File: config.mk
export PLATFORM = sky130hd
export DESIGN_NAME = mxv_stream_loader
export DESIGN_NICKNAME = d
export VERILOG_FILES = /design/src/rtl/mxv_stream_loader.sv
export SDC_FILE = /design/constraint.sdc
export NUM_CORES = 1
export LEC_CHECK = 0
export CORE_AREA = 2 2 241 243
export CTS_CLUSTER_DIAMETER = 120
export DETAILED_ROUTE_END_ITERATION = 10
export DIE_AREA = 0 0 243 245
export PLACE_DENSITY = 0.66
export SLEW_MARGIN = 5
export SYNTH_ARGS = -nofsm -noshare
export SYNTH_HDL_FRONTEND = slang
export SYNTH_SLANG_ARGS = --single-unit
export TNS_END_PERCENT = 10
File: constraint.sdc
create_clock -name clk -period 15.1 [get_ports clk]
set_clock_uncertainty 0.05 [all_clocks]
set_input_delay 1.51 -clock clk [delete_from_list [all_inputs] [get_ports clk]]
set_output_delay 1.51 -clock clk [all_outputs]
set_load 0.02 [all_outputs]
File: src/rtl/mxv_stream_loader.sv
// Serial-to-parallel operand loader for mxv: fills matrix (row-major) then vector
// from a valid/ready stream, then holds the set until the consumer acknowledges it.
module mxv_stream_loader #(
    parameter int ROWS = 3,
    parameter int COLS = 5,
    parameter int DW   = 32
) (
    input  logic                 clk,
    input  logic                 rst,
    input  logic                 in_valid,
    output logic                 in_ready,
    input  logic signed [DW-1:0] in_data,
    input  logic                 in_last,
    output logic signed [DW-1:0] matrix [ROWS][COLS],
    output logic signed [DW-1:0] vector [ROWS],
    output logic                 out_valid,
    input  logic                 out_ack,
    output logic                 frame_err
);
    localparam int RW = (ROWS > 1) ? $clog2(ROWS) : 1;
    localparam int CW = (COLS > 1) ? $clog2(COLS) : 1;
    localparam logic [RW-1:0] ROW_LAST = RW'(ROWS - 1);
    localparam logic [CW-1:0] COL_LAST = CW'(COLS - 1);

    typedef enum logic [1:0] {
        LOAD_M = 2'd0,
        LOAD_V = 2'd1,
        FULL   = 2'd2
    } state_t;

    state_t                state_q, state_d;
    logic [RW-1:0]         row_q, row_d;
    logic [CW-1:0]         col_q, col_d;
    logic [RW-1:0]         vidx_q, vidx_d;
    logic                  frame_err_q, frame_err_d;
    logic                  wr_m, wr_v;
    logic                  xfer;
    logic signed [DW-1:0]  matrix_q [ROWS][COLS];
    logic signed [DW-1:0]  vector_q [ROWS];

    assign in_ready  = (state_q != FULL);
    assign out_valid = (state_q == FULL);
    assign frame_err = frame_err_q;
    assign xfer      = in_valid && in_ready;

    always_comb begin
        state_d     = state_q;
        row_d       = row_q;
        col_d       = col_q;
        vidx_d      = vidx_q;
        frame_err_d = frame_err_q;
        wr_m        = 1'b0;
        wr_v        = 1'b0;
        case (state_q)
            LOAD_M: begin
                if (xfer) begin
                    if (in_last) begin
                        // Premature end of frame: drop what was collected and resync.
                        frame_err_d = 1'b1;
                        row_d       = '0;
                        col_d       = '0;
                    end else begin
                        wr_m = 1'b1;
                        if (col_q == COL_LAST) begin
                            col_d = '0;
                            if (row_q == ROW_LAST) begin
                                row_d   = '0;
                                state_d = LOAD_V;
                            end else begin
                                row_d = row_q + 1'b1;
                            end
                        end else begin
                            col_d = col_q + 1'b1;
                        end
                    end
                end
            end
            LOAD_V: begin
                if (xfer) begin
                    if (vidx_q == ROW_LAST) begin
                        // A missing in_last is flagged but the data is still presented.
                        wr_v    = 1'b1;
                        vidx_d  = '0;
                        state_d = FULL;
                        if (!in_last) begin
                            frame_err_d = 1'b1;
                        end
                    end else if (in_last) begin
                        frame_err_d = 1'b1;
                        vidx_d      = '0;
                        state_d     = LOAD_M;
                    end else begin
                        wr_v   = 1'b1;
                        vidx_d = vidx_q + 1'b1;
                    end
                end
            end
            FULL: begin
                if (out_ack) begin
                    state_d = LOAD_M;
                end
            end
            default: begin
                state_d = LOAD_M;
            end
        endcase
    end

    always_ff @(posedge clk) begin
        if (rst) begin
            state_q     <= LOAD_M;
            row_q       <= '0;
            col_q       <= '0;
            vidx_q      <= '0;
            frame_err_q <= 1'b0;
            for (int r = 0; r < ROWS; r++) begin
                vector_q[r] <= '0;
                for (int c = 0; c < COLS; c++) begin
                    matrix_q[r][c] <= '0;
                end
            end
        end else begin
            state_q     <= state_d;
            row_q       <= row_d;
            col_q       <= col_d;
            vidx_q      <= vidx_d;
            frame_err_q <= frame_err_d;
            if (wr_m) begin
                matrix_q[row_q][col_q] <= in_data;
            end
            if (wr_v) begin
                vector_q[vidx_q] <= in_data;
            end
        end
    end

    genvar gi, gj;
    generate
        for (gi = 0; gi < ROWS; gi++) begin : g_row
            assign vector[gi] = vector_q[gi];
            for (gj = 0; gj < COLS; gj++) begin : g_col
                assign matrix[gi][gj] = matrix_q[gi][gj];
            end
        end
    endgenerate

endmodule

### Word-level counts from Yosys, hierarchy flattened

Memory sizes are Yosys's and may differ from the RTL's.
Cells that the tools add are included.

| storage, ports and cells | value |
|---|---|
| flip-flop bits (word level) | 10 |
| bits in latches | 0 |
| memory bits (writable) | 576 |
| bits in read-only memories | 0 |
| input bits | 37 |
| output and inout bits | 579 |
| logic and storage cells | 83 |
| memories kept | 2 |

Memories:

| memory | depth | width | read ports | clocked after Yosys merged registers in | write ports | RTL line | text |
|---|---|---|---|---|---|---|---|
| matrix_q | 3 | 160 | 3 | 0 | 3 | 38 | `logic signed [DW-1:0] matrix_q [ROWS][COLS];` |
| vector_q | 3 | 32 | 3 | 0 | 3 | 39 | `logic signed [DW-1:0] vector_q [ROWS];` |

| operators by class | value |
|---|---|
| add/subtract/negate cells | 3 |
| multipliers | 0 |
| div/mod/pow operators | 0 |
| magnitude comparators | 2 |
| equality and inequality tests | 14 |
| shifts and indexed selects | 0 |
| muxes and demuxes | 44 |
| bitwise logic cells | 1 |
| reductions and logical operators | 12 |

Operators by type and width:

| kind | count |
|---|---|
| $mux 160 | 3 |
| $reduce_or 160->1 | 1 |
| $demux 32 s3 | 1 |
| $mux 32 | 2 |
| $reduce_or 32->1 | 1 |
| $mux 2 | 15 |
| $mux 1 | 19 |
| $ne 2x2->1 const B | 6 |
| $reduce_and 7->1 | 1 |
| $eq 2x2->1 const B | 3 |
| $mux 3 | 2 |
| $ne 3x3->1 const B | 2 |
| $pmux 2 s3 | 1 |
| $add 2x1->2 const B | 2 |
| $ge 4x4->1 const B | 1 |
| $lt 4x1->1 const B | 1 |
| $not 3->4 | 1 |
| $reduce_and 2->1 | 2 |
| $reduce_and 4->1 | 1 |
| $reduce_bool 2->1 | 2 |
| $add 3x1->3 const B | 1 |
| $eq 3x3->1 const B | 1 |
| $reduce_and 3->1 | 1 |
| $eq 2x1->1 const B | 1 |
| other kinds (4) | 5 |

### Depth between registers and ports, before layout

Gate-level depths: netlist of run 1.

| logic depth | value |
|---|---|
| depth in word-level cells | 9 |
| mapped depth | 6 |
| depth with buffers taken out | 5 |

### Worst setup path after synthesis of run 1

No wires, ideal clock.

| timing path | value |
|---|---|
| path kind | input-to-reg |
| start point | input in_last |
| end point | memory matrix_q[1][32] (netlist name) (enable) |
| library setup time | 0.511 ns |
| arrival | 5.532 ns |
| required time | 14.539 ns |
| slack | 9.007 ns |
| stages on the path | 2 |
| path buffers | 0 |
| cell sequence | or4b_1 -> o41ai_1 |

RTL lines:

| what | RTL line | text |
|---|---|---|
| from (decl) | 13 | `input logic in_last,` |
| to (decl) | 38 |  |

==> impl_metrics.sql, run 1 <==
INSERT INTO impl_metrics (metric_group, metric, value, unit) VALUES
('outcome', 'status', 'completed', ''),
('logic_synthesis', 'ys_dominant_reg_cell', 'sky130_fd_sc_hd__edfxtp_1', ''),
('setup_path', 'cp.buffers_inverters', '2', ''),
('sta', 'finalCritPeriodShare', '0.3432', ''),
('drt', 'routed_wirelength', '67650', 'um'),
('logic_synthesis', 'syn-cell-area', '21470', 'um^2'),
('sta', 'period_minus_slack', '5.182', 'ns'),
('logic_synthesis', 'synth.top_cell.area_share', '0.8055', ''),
('sta', 'final_layout_worst_hold_slack', '0.4497', 'ns'),
('die', 'dieWidth', '243', 'um'),
('grt', 'grt_antenna_before_repair', '4', ''),
('drt', 'detail_route.vias_per_cell', '4.788', ''),
('setup_path', 'cp_data_required_time', '15.27', 'ns'),
('setup_path', 'critPathMostFrequentCell', 'sky130_fd_sc_hd__or4b_1', ''),
('logic_synthesis', 'yosys-top-cells-area', 'sky130_fd_sc_hd__edfxtp_1 81%, sky130_fd_sc_hd__and2_1 10%, sky130_fd_sc_hd__nor2_1 1.8%', ''),
('setup_path', 'critical_path.max_fanout', '33', ''),
('clocking', 'root_buffer_master', 'sky130_fd_sc_hd__clkbuf_16', ''),
('sta', 'worst_slew_pin_slew', '1.194', 'ns'),
('logic_synthesis', 'async_flop_share', '0', ''),
('logic_synthesis', 'post-synth-top-count-cell', 'sky130_fd_sc_hd__edfxtp_1', ''),
('placement', 'finalWeightedCongestion', '0.8183', ''),
('placement', 'placed_area', '28470', 'um^2'),
('placement', 'post-dp-hpwl', '46670', 'um'),
('logic_synthesis', 'synth_fp_nets', '1333', ''),
('cells_and_area', 'final-seq-area', '17500', 'um^2'),
('cells_and_area', 'final_layout_size_suffix_gt1_frac', '0.07327', ''),
('power', 'power_density_normalized_to_cell_area', '121.9', 'nW/um^2'),
('power', 'power.share.switching', '0.2308', ''),
('drt', 'first_drt_iteration_drcs', '978', ''),
('setup_path', 'worst_path_cell_chain', 'clkdlybuf4s50_1 -> or4b_1 -> or4b_1 -> buf_4 -> o21ai_4', ''),
('power', 'p_sw', '0.8580', 'mW'),
('setup_path', 'crit_type', 'input pin to register', ''),
('drt', 'ant_nets', '0', ''),
('placement', 'placed_cells_incl_taps', '2591', ''),
('logic_synthesis', 'netlist-cell-type-count', '43', ''),
('clocking', 'cts_tree', 'built', ''),
('clocking', 'cts.repair.resized', '0', ''),
('sta', 'finalWorstSetupSlack', '9.918', 'ns'),
('clocking', 'ctsHtreeMaxLevel', '2', ''),
('sta', 'pins_over_slew_limit', '0', ''),
('logic_synthesis', 'synthesis.area_per_instance', '16.63', 'um^2'),
('setup_path', 'crit_end_element', 'register', ''),
('sta', 'max_slew_margin', '0.2014', ''),
('sta', 'setup-violations-final', '0', ''),
('cells_and_area', 'fillerInstances', '4633', ''),
('logic_synthesis', 'netlist_instances', '1291', ''),
('power', 'cell_internal_pwr', '2.859', 'mW'),
('logic_synthesis', 'ys_ff_latch', '586', ''),
('setup_path', 'crit_slowest_cell', 'sky130_fd_sc_hd__or4b_1', ''),
('drt', 'drt_pre_antenna_iters', '5', ''),
('setup_path', 'timing.critical_path.max_delay_family', 'simple AND/OR/NAND/NOR gates', ''),
('clocking', 'cts_setup_buffers', '0', ''),
('setup_path', 'critPathMaxStageDelay', '1.01', 'ns'),
('power', 'p_seq_frac', '0.503', ''),
('clocking', 'clock-sinks', '586', ''),
('grt', 'global_route.overflow_total', '0', ''),
('sta', 'unrepaired_setup_endpoints_after_global_routing', 'false', ''),
('die', 'fp.coreArea', '57030', 'um^2'),
('setup_path', 'worst_setup_path_start_kind', 'input pin', ''),
('flow_run', 'max_cap_violations', '0', ''),
('clocking', 'cts_hold_buf', '0', ''),
('cells_and_area', 'instances_no_fill', '2709', ''),
('logic_synthesis', 'netlist.top_cell.by_area', 'sky130_fd_sc_hd__edfxtp_1', ''),
('sta', 'maxClockFrequency', '0.1930', 'GHz'),
('power', 'pwr-share-clk', '0.408', ''),
('clocking', 'clkTransAtPathRegs', '0.06', 'ns'),
('logic_synthesis', 'synth_edf_count', '576', ''),
('power', 'comb_pwr_share', '0.089', ''),
('grt', 'maximum_number_of_pins_on_one_net_before_global_route_repair', '40', ''),
('logic_synthesis', 'ys_top_cells_by_count', '576 x sky130_fd_sc_hd__edfxtp_1, 352 x sky130_fd_sc_hd__and2_1, 105 x sky130_fd_sc_hd__nor2_1, 75 x sky130_fd_sc_hd__clkbuf_1, 39 x sky130_fd_sc_hd__nand2_1', ''),
('logic_synthesis', 'synthesis.yosys.warnings', '0', '');
cells in the final DEF, fill, tap and decap left out, types with 2 or more instances in the layout:
master / instances
sky130_fd_sc_hd__o21ai_4: 9
sky130_fd_sc_hd__ha_1: 5
sky130_fd_sc_hd__dfxtp_1: 10
sky130_fd_sc_hd__a21o_2: 2
sky130_fd_sc_hd__inv_6: 2
sky130_fd_sc_hd__nand2b_1: 6
sky130_fd_sc_hd__buf_4: 14
sky130_fd_sc_hd__nor3_4: 7
sky130_fd_sc_hd__nand2_1: 38
sky130_fd_sc_hd__nor2_1: 104
sky130_fd_sc_hd__clkbuf_16: 62
sky130_fd_sc_hd__inv_1: 7
sky130_fd_sc_hd__or2_2: 6
sky130_fd_sc_hd__nand3_1: 2
sky130_fd_sc_hd__or4b_1: 4
sky130_fd_sc_hd__clkbuf_8: 3
sky130_fd_sc_hd__and2_1: 352
sky130_fd_sc_hd__bufinv_16: 7
sky130_fd_sc_hd__o21ai_0: 2
sky130_fd_sc_hd__nor3_1: 3
sky130_fd_sc_hd__clkinv_1: 7
sky130_fd_sc_hd__clkinv_4: 3
sky130_fd_sc_hd__clkbuf_1: 11
sky130_fd_sc_hd__diode_2: 6
sky130_fd_sc_hd__clkinv_2: 14
sky130_fd_sc_hd__or3b_2: 2
sky130_fd_sc_hd__a21oi_1: 5
sky130_fd_sc_hd__and3_1: 34
sky130_fd_sc_hd__o32ai_1: 2
sky130_fd_sc_hd__clkdlybuf4s50_1: 615
sky130_fd_sc_hd__edfxtp_1: 576
power groups by stage:
stage / logic (mW) / clock network [mW] / registers, mW
finish: 0.330 / 1.52 / 1.87
CTS: 0.334 / 1.54 / 1.87
global placement: 0.330 / 0 / 1.90
floorplan: 0.0492 / 0 / 1.99
detailed placement: 0.333 / 0 / 1.91
global route: 0.343 / 1.61 / 1.88
layer usage:
metal  up-vias  wire length, um  share of wire  GRT usage
li1       5762                -              -          -
met1      6495            26000           0.38     0.2762
met2       621            33390           0.49     0.3727
met3        92             6680          0.099    0.07227
met4         0             1579          0.023    0.05648
met5         -                0              0          0
worst register-to-register path, stage by stage (launching register included):
cell	delay, ns
sky130_fd_sc_hd__dfxtp_1	0.39
sky130_fd_sc_hd__or4b_1	0.91
sky130_fd_sc_hd__or4b_1	0.79
sky130_fd_sc_hd__buf_4	0.34
sky130_fd_sc_hd__o21ai_4	0.86
registers in the layout, summed over array words and instances, names as in the netlist:
signal     flops
row_q          2
frame_err      1
vector_q      96
matrix_q     480
state_q        2
vidx_q         2
col_q          3
cells by family (layout without fill, tap and decap cells):
logic type	after synthesis	in the layout	share of synthesized area
and+or+nand+nor	570	570	0.1530
AOI/OAI and AO/OA	27	27	0.008741
xor gates and xnor gates	1	1	0.0004080
other	0	6	0
buffers and inverters	101	748	0.01958
muxes	1	1	0.0004662
DFF	586	586	0.8149
adders and majority gates	5	5	0.002914
stage by stage:
step	total power, mW	util
floorplan	2.041	-
global placement	2.235	0.4991
detailed placement	2.239	0.4991
CTS	3.747	0.5345
global route	3.826	0.5345
finish	3.717	0.5348
worst paths after layout:
check                           startpoint          endpoint  slack (ns)  cells past startpoint
worst max register to register  state_q[1]  matrix_q[2][140]       11.34                      4
worst min register to register   vidx_q[1]         vidx_q[1]        0.45                      2
worst max-delay path                   rst  matrix_q[2][140]        9.92                      5
worst min-delay path             vidx_q[1]         vidx_q[1]        0.45                      2
cell type report:
cell class | count | share of cell area
clock inverter | 36 | 0.01263
antenna | 6 | 0.0004923
inverter | 7 | 0.0008615
tap | 765 | 0.03138
multi-input combinational | 604 | 0.1221
timing repair buffer | 629 | 0.2053
sequential | 586 | 0.5737
clock buffer | 76 | 0.05358
No activity file was read; power rests on OpenSTA's default activity.
==> run 2: changes to the inputs <==
--- a/config.mk
+++ b/config.mk
@@ -9,7 +9,7 @@
 export CTS_CLUSTER_DIAMETER = 120
 export DETAILED_ROUTE_END_ITERATION = 10
 export DIE_AREA = 0 0 243 245
-export PLACE_DENSITY = 0.66
+export PLACE_DENSITY = 0.68
 export SLEW_MARGIN = 5
 export SYNTH_ARGS = -nofsm -noshare
 export SYNTH_HDL_FRONTEND = slang
==> constraint.sdc (replaced) <==
create_clock -name clk -period 4.5 [get_ports clk]
set_clock_uncertainty 0.05 [all_clocks]
set_input_delay 0.45 -clock clk [delete_from_list [all_inputs] [get_ports clk]]
set_output_delay 0.45 -clock clk [all_outputs]
set_load 0.02 [all_outputs]
==> run 2 against run 1 <==
Net effect:
- routed wire length increased by 0.81%
- clock power grew to 3.3 times the previous value
- sequential cell count did not move
- critical path type unchanged
- first-iteration DRC count is 22% higher
- combinational power grew to 3.4 times the previous value
- total power rose to 3.4 times the previous value
- worst setup slack got worse by 8.5 ns
- cell area grew 0.30%
- sequential share of layout area fell by 0.17 points
==> impl_metrics.sql, run 2 (same netlist as run 1, synthesis figures left out) <==
INSERT INTO impl_metrics (metric_group, metric, value, unit) VALUES
('clocking', 'root_buffer_master', 'sky130_fd_sc_hd__clkbuf_16', ''),
('cells_and_area', 'largest_register_ffs', '480', ''),
('setup_path', 'worst-r2r-setup-slack', '1.48', 'ns'),
('setup_path', 'critical_path.max_fanout', '35', ''),
('setup_path', 'worst_setup_path_start_kind', 'input pin', ''),
('sta', 'pins_over_slew_limit', '0', ''),
('setup_path', 'r2r-end', 'matrix_q[1][140]', ''),
('grt', 'grt_first_pass_wirelength', '95680', 'um'),
('clocking', 'number_of_buffers_created_by_cts', '59', ''),
('sta', 'max_slew_margin', '0.3126', ''),
('setup_path', 'worst-endpoint-arrival', '3.24', 'ns'),
('drt', 'ant_nets', '0', ''),
('sta', 'period_minus_slack', '3.046', 'ns'),
('clocking', 'cts.repair.resized', '0', ''),
('drt', 'first_drt_iteration_drcs', '1189', ''),
('sta', 'finalCritPeriodShare', '0.6769', ''),
('clocking', 'clkTransAtPathRegs', '0.06', 'ns'),
('placement', 'finalWeightedCongestion', '0.8615', ''),
('grt', 'vias_in_the_first_global_route', '13250', ''),
('drt', 'dr_total_vias', '13220', ''),
('grt', 'grt_antenna_before_repair', '8', ''),
('drt', 'wire_per_inst', '25.06', 'um'),
('die', 'dieWidth', '243', 'um'),
('drt', 'detail_route.vias_per_cell', '4.858', ''),
('die', 'fp.dieArea', '59540', 'um^2'),
('sta', 'setup-violations-final', '0', ''),
('setup_path', 'crit_end_element', 'register', ''),
('clocking', 'clock_latency_reported_for_the_late_side_of_the_worst_skew_pair', '0.62', 'ns'),
('clocking', 'cts_hold_buf', '0', ''),
('hold_path', 'tightest_hold_check_type', 'input pin to register', ''),
('setup_path', 'reg2reg_from', 'col_q[2]', ''),
('flow_run', 'max_cap_violations', '0', ''),
('cells_and_area', 'layout_top_registers', 'matrix_q (480), vector_q (96), col_q (3)', ''),
('setup_path', 'worst-r2r-cell-count', '4', ''),
('sta', 'finalWorstSetupSlack', '1.454', 'ns'),
('setup_path', 'startpoint', 'in_last', ''),
('outcome', 'status', 'completed', ''),
('die', 'fp.coreArea', '57030', 'um^2'),
('placement', 'post-dp-hpwl', '47010', 'um'),
('power', 'vdd_ir_drop_max', '0.0002810', 'V'),
('grt', 'maximum_number_of_pins_on_one_net_before_global_route_repair', '39', ''),
('placement', 'buffer_ports.inserted', '615', ''),
('cells_and_area', 'largest_register', 'matrix_q', ''),
('power', 'p_leak', '11.24', 'nW'),
('drt', 'routed_wirelength', '68200', 'um'),
('clocking', 'clock-sinks', '586', ''),
('die', 'initial_core_util', '0.3765', ''),
('cells_and_area', 'final_layout_size_suffix_gt1_frac', '0.08043', ''),
('clocking', 'ctsHtreeMaxLevel', '2', ''),
('drt', 'drt_pre_antenna_iters', '4', ''),
('setup_path', 'crit_type', 'input pin to register', ''),
('grt', 'global_route.overflow_total', '0', ''),
('cells_and_area', 'final_common_cell', 'sky130_fd_sc_hd__clkdlybuf4s50_1', ''),
('cells_and_area', 'layout.cells.most_common_list', '615 x sky130_fd_sc_hd__clkdlybuf4s50_1, 576 x sky130_fd_sc_hd__edfxtp_1, 352 x sky130_fd_sc_hd__and2_1', ''),
('sta', 'worst_slew_pin_slew', '1.028', 'ns'),
('hold_path', 'timing.hold.worst.start', 'out_ack', ''),
('hold_path', 'min_delay_path_depth', '3', ''),
('power', 'p_total', '12.46', 'mW'),
('clocking', 'cts_setup_buffers', '0', ''),
('sta', 'unrepaired_setup_endpoints_after_global_routing', 'false', ''),
('clocking', 'cts_tree', 'built', ''),
('cells_and_area', 'layout.nets', '1945', ''),
('sta', 'maxClockFrequency', '0.3283', 'GHz'),
('cells_and_area', 'layout-area-overhead-vs-synth', '42.48', '%'),
('placement', 'dp_slack', '0.8332', 'ns'),
('die', 'die_h', '245', 'um'),
('sta', 'final.setup.tns', '0', 'ns'),
('grt', 'gr-usage-all-layers', '0.2235', ''),
('clocking', 'clk_path_buf_depth', '3', ''),
('die', 'row_count', '88', ''),
('hold_path', 'hold_path_end', 'state_q[1]', ''),
('sta', 'final_hold_viol_count', '0', ''),
('die', 'ioPinCount', '616', ''),
('power', 'power_density_normalized_to_cell_area', '407.1', 'nW/um^2'),
('cells_and_area', 'postLayoutCoreUtil', '0.5364', ''),
('setup_path', 'cp_data_required_time', '4.70', 'ns'),
('drt', 'drcViolationCount', '0', '');
==> run 2: changes by cell type in the layout (fill, tap and decap cells not counted), sizes merged <==
cell | before | now
clkbuf | 76 | 69
inv | 10 | 13
bufinv | 7 | 9
diode | 6 | 4
clkinvlp | 1 | 4
buf | 14 | 30
clkinv | 25 | 22
==> run 2: final cells by class <==
type / instances / area (um^2)
fillers: 4662 / 26440
flip-flops and latches: 586 / 17500
repair buffers: 645 / 6381
multi-input cells: 604 / 3735
clock buffers: 69 / 1514
well taps: 765 / 957.2
clock inverters: 41 / 473.0
inverters: 7 / 26.28
diodes: 4 / 10.01
==> run 2: power by group <==
group	leakage [nW]	internal [mW]	switching (mW)
Sequential	5.97	6.21	0.0747
Clock	0.970	2.94	2.11
Combinational	4.30	0.418	0.704
==> run 2: per-layer routing <==
metal | GRT usage | wire length, um | vias up
met1 | 0.2782 | 26010 | 6629
met2 | 0.3796 | 34170 | 670
li1 | - | - | 5809
met5 | 0 | 0 | -
met3 | 0.06702 | 6403 | 110
met4 | 0.06153 | 1616 | 0
==> run 2: how the worst max path moves through the flow <==
| stage | to | slack (ns) | cells past startpoint |
|---|---|---|---|
| 6_report | matrix_q[1][140] | 1.45 | 5 |
| 5_1_grt | matrix_q[1][78] | 1.34 | 5 |
| 3_3_place_gp | matrix_q[1][146] | 0.90 | 5 |
| 4_1_cts | matrix_q[1][78] | 1.48 | 5 |
| 3_5_place_dp | matrix_q[1][75] | 0.83 | 5 |
| 2_1_floorplan | matrix_q[2][100] | 0.12 | 4 |
==> run 2: worst max-delay path, stage by stage <==
cell	delay (ns)
sky130_fd_sc_hd__clkdlybuf4s50_1	0.68
sky130_fd_sc_hd__or4b_1	0.75
sky130_fd_sc_hd__or2_2	0.66
sky130_fd_sc_hd__o21ai_4	0.24
sky130_fd_sc_hd__buf_4	0.42
==> run 2: metrics by stage <==
stage                     area, um^2  cells  hold WS (ns)
after floorplan                21480   1291        0.4121
after global placement         28600   2607        0.4122
after detailed placement       28600   2607        0.4384
after CTS                      30580   2717        0.4016
after global routing           30590   2718        0.4612
final                          30590   2721        0.4298
==> run 3: changes to the inputs <==
==> constraint.sdc (replaced) <==
create_clock -name clk -period 2.5 [get_ports clk]
set_clock_uncertainty 0.05 [all_clocks]
set_input_delay 0.25 -clock clk [delete_from_list [all_inputs] [get_ports clk]]
set_output_delay 0.25 -clock clk [all_outputs]
set_load 0.02 [all_outputs]
==> run 3 against run 2 <==
Net effect:
- final cell count increased by 1.4%
- combinational power increased by 88%
- sequential share of layout area decreased by 0.99 points
- register-to-register slack got worse by 1.4 ns
- sequential power increased by 80%
- utilization increased by 0.95 points
- sequential cell count unchanged
- critical path depth unchanged
- critical path type is now register to register
- via count about the same
- cell area increased by 1.8%
- clock power increased by 70%
==> impl_metrics.sql, run 3 (same netlist as run 1, synthesis figures left out) <==
INSERT INTO impl_metrics (metric_group, metric, value, unit) VALUES
('power', 'power_density_normalized_to_cell_area', '706.3', 'nW/um^2'),
('clocking', 'clock-sinks', '586', ''),
('die', 'row_count', '88', ''),
('cells_and_area', 'layout-area-overhead-vs-synth', '45.00', '%'),
('grt', 'maximum_number_of_pins_on_one_net_before_global_route_repair', '39', ''),
('drt', 'routed_wirelength', '67030', 'um'),
('placement', 'post-dp-hpwl', '47360', 'um'),
('cells_and_area', 'final_layout_size_suffix_gt1_frac', '0.09749', ''),
('power', 'p_sw', '5.139', 'mW'),
('flow_run', 'max_cap_violations', '0', ''),
('cells_and_area', 'layout_top_registers', 'matrix_q (480), vector_q (96), col_q (3)', ''),
('setup_path', 'worst-r2r-cell-count', '5', ''),
('power', 'pwr-share-clk', '0.391', ''),
('setup_path', 'reg2reg_from', 'state_q[1]', ''),
('hold_path', 'tightest_hold_check_type', 'input pin to register', ''),
('placement', 'buffer_ports.inserted', '615', ''),
('clocking', 'clk_path_buf_depth', '3', ''),
('setup_path', 'cp_data_required_time', '2.73', 'ns'),
('clocking', 'cts_hold_buf', '0', ''),
('setup_path', 'critPathMaxStageDelay', '0.55', 'ns'),
('drt', 'wire_per_inst', '24.30', 'um'),
('sta', 'worst_slew_pin_slew', '0.9165', 'ns'),
('setup_path', 'worst_setup_path_start_kind', 'register', ''),
('setup_path', 'worst_path_cell_chain', 'or4b_1 -> or4b_1 -> buf_4 -> o21ai_4 -> buf_12', ''),
('power', 'vdd_ir_drop_max', '0.0005701', 'V'),
('grt', 'grt_antenna_before_repair', '7', ''),
('clocking', 'clock_latency_reported_for_the_late_side_of_the_worst_skew_pair', '0.61', 'ns'),
('drt', 'first_drt_iteration_drcs', '978', ''),
('power', 'cell_internal_pwr', '16.85', 'mW'),
('drt', 'dr_total_vias', '13210', ''),
('sta', 'max_slew_margin', '0.3871', ''),
('sta', 'unrepaired_setup_endpoints_after_global_routing', 'false', ''),
('grt', 'gr-usage-all-layers', '0.2213', ''),
('grt', 'global_route.overflow_total', '0', ''),
('setup_path', 'r2r-end', 'matrix_q[2][103]', ''),
('die', 'initial_core_util', '0.3765', ''),
('placement', 'dp_slack', '-0.2364', 'ns'),
('hold_path', 'min_delay_path_depth', '3', ''),
('setup_path', 'crit_type', 'register to register', ''),
('outcome', 'status', 'completed', ''),
('sta', 'finalCritPeriodShare', '0.9580', ''),
('setup_path', 'critical_path.max_fanout', '32', ''),
('sta', 'setup-violations-final', '0', ''),
('die', 'dieWidth', '243', 'um'),
('setup_path', 'crit_slowest_cell', 'sky130_fd_sc_hd__or4b_1', ''),
('placement', 'finalWeightedCongestion', '0.8570', ''),
('setup_path', 'worst-r2r-setup-slack', '0.10', 'ns'),
('cells_and_area', 'multi_input_area', '3739', 'um^2'),
('sta', 'pins_over_slew_limit', '0', ''),
('cells_and_area', 'largest_register', 'matrix_q', ''),
('cells_and_area', 'layout.cells.most_common_list', '615 x sky130_fd_sc_hd__clkdlybuf4s50_1, 576 x sky130_fd_sc_hd__edfxtp_1, 352 x sky130_fd_sc_hd__and2_1', ''),
('die', 'fp.dieArea', '59540', 'um^2'),
('clocking', 'number_of_buffers_created_by_cts', '58', ''),
('clocking', 'cts_setup_buffers', '0', ''),
('die', 'fp.coreArea', '57030', 'um^2'),
('cells_and_area', 'final_common_cell', 'sky130_fd_sc_hd__clkdlybuf4s50_1', ''),
('sta', 'final_layout_worst_hold_slack', '0.2662', 'ns'),
('clocking', 'cts.repair.resized', '0', ''),
('setup_path', 'startpoint', 'state_q[1]', ''),
('cells_and_area', 'largest_register_ffs', '480', ''),
('cells_and_area', 'fillerInstances', '4598', ''),
('power', 'p_seq_frac', '0.514', ''),
('sta', 'period_minus_slack', '2.395', 'ns'),
('sta', 'finalWorstSetupSlack', '0.1049', 'ns'),
('power', 'comb_pwr_share', '0.096', ''),
('setup_path', 'crit_end_element', 'register', ''),
('clocking', 'root_buffer_master', 'sky130_fd_sc_hd__clkbuf_16', ''),
('grt', 'vias_in_the_first_global_route', '13450', ''),
('cells_and_area', 'layout.nets', '1987', ''),
('hold_path', 'timing.hold.worst.start', 'out_ack', ''),
('power', 'p_total', '21.99', 'mW'),
('drt', 'drt_pre_antenna_iters', '5', ''),
('power', 'power.share.switching', '0.2337', ''),
('drt', 'ant_nets', '0', ''),
('clocking', 'clkTransAtPathRegs', '0.06', 'ns'),
('sta', 'final_hold_viol_count', '0', ''),
('power', 'p_leak', '11.49', 'nW'),
('hold_path', 'hold_path_end', 'state_q[1]', ''),
('die', 'ioPinCount', '616', ''),
('setup_path', 'cp.buffers_inverters', '2', ''),
('setup_path', 'critPathMostFrequentCell', 'sky130_fd_sc_hd__or4b_1', ''),
('setup_path', 'worst-endpoint-arrival', '2.63', 'ns'),
('clocking', 'ctsHtreeMaxLevel', '2', ''),
('sta', 'maxClockFrequency', '0.4175', 'GHz'),
('drt', 'drcViolationCount', '0', ''),
('cells_and_area', 'final-seq-area', '17500', 'um^2'),
('setup_path', 'timing.critical_path.max_delay_family', 'simple AND/OR/NAND/NOR gates', ''),
('die', 'die_h', '245', 'um'),
('drt', 'detail_route.vias_per_cell', '4.790', ''),
('grt', 'grt_first_pass_wirelength', '95730', 'um'),
('clocking', 'cts_tree', 'built', '');
## run 3: through the flow
| stage | util | instances | TNS (ns) | cell area, um^2 |
|---|---|---|---|---|
| 6_report | 0.5459 | 2758 | 0 | 31130 |
| 5_1_grt | 0.5457 | 2755 | 0 | 31130 |
| 4_1_cts | 0.5457 | 2755 | 0 | 31130 |
| 3_5_place_dp | 0.5133 | 2650 | -45.30 | 29270 |
| 3_3_place_gp | 0.5133 | 2650 | -46.61 | 29270 |
| 2_1_floorplan | - | 1291 | -58.10 | 21550 |
## run 3: final cells by class
class                           instances  area share
Clock inverter                         35     0.01073
Antenna cell                            3   0.0002411
Sequential cell                       586      0.5620
Inverter                                7   0.0008439
Clock buffer                           70     0.04875
Tap cell                              765     0.03074
Timing Repair Buffer                  688      0.2266
Multi-Input combinational cell        604      0.1201
## run 3: per-layer routing
layer / vias to the layer above / global-route usage / wire (um)
li1: 5868 / - / -
met1: 6547 / 0.2758 / 24910
met2: 693 / 0.3686 / 33010
met3: 103 / 0.07173 / 7279
met4: 0 / 0.06712 / 1826
met5: - / 0 / 0
## run 3: worst max path at each step
stage / endpoint / slack (ns) / cells after the start
6_report: matrix_q[2][103] / 0.10 / 5
3_3_place_gp: matrix_q[2][112] / -0.24 / 6
3_5_place_dp: matrix_q[2][112] / -0.24 / 6
4_1_cts: matrix_q[2][113] / 0.1 / 5
2_1_floorplan: matrix_q[0][100] / -0.27 / 5
5_1_grt: matrix_q[2][107] / 0.05 / 5
## run 3: power by group through the flow
stage | Sequential, mW | Combinational [mW] | Clock (mW)
final | 11.3 | 2.11 | 8.59
after global routing | 11.3 | 2.19 | 9.12
after CTS | 11.3 | 2.13 | 8.73
after detailed placement | 11.5 | 2.12 | 0
after global placement | 11.5 | 2.11 | 0
after floorplan | 12.0 | 0.309 | 0
## run 3: worst min-delay path, delay by kind of cell
kind / cells / cell delay (ns)
compound gates: 1 / 0.15
buf+inv: 1 / 0.40
simple gates: 1 / 0.08
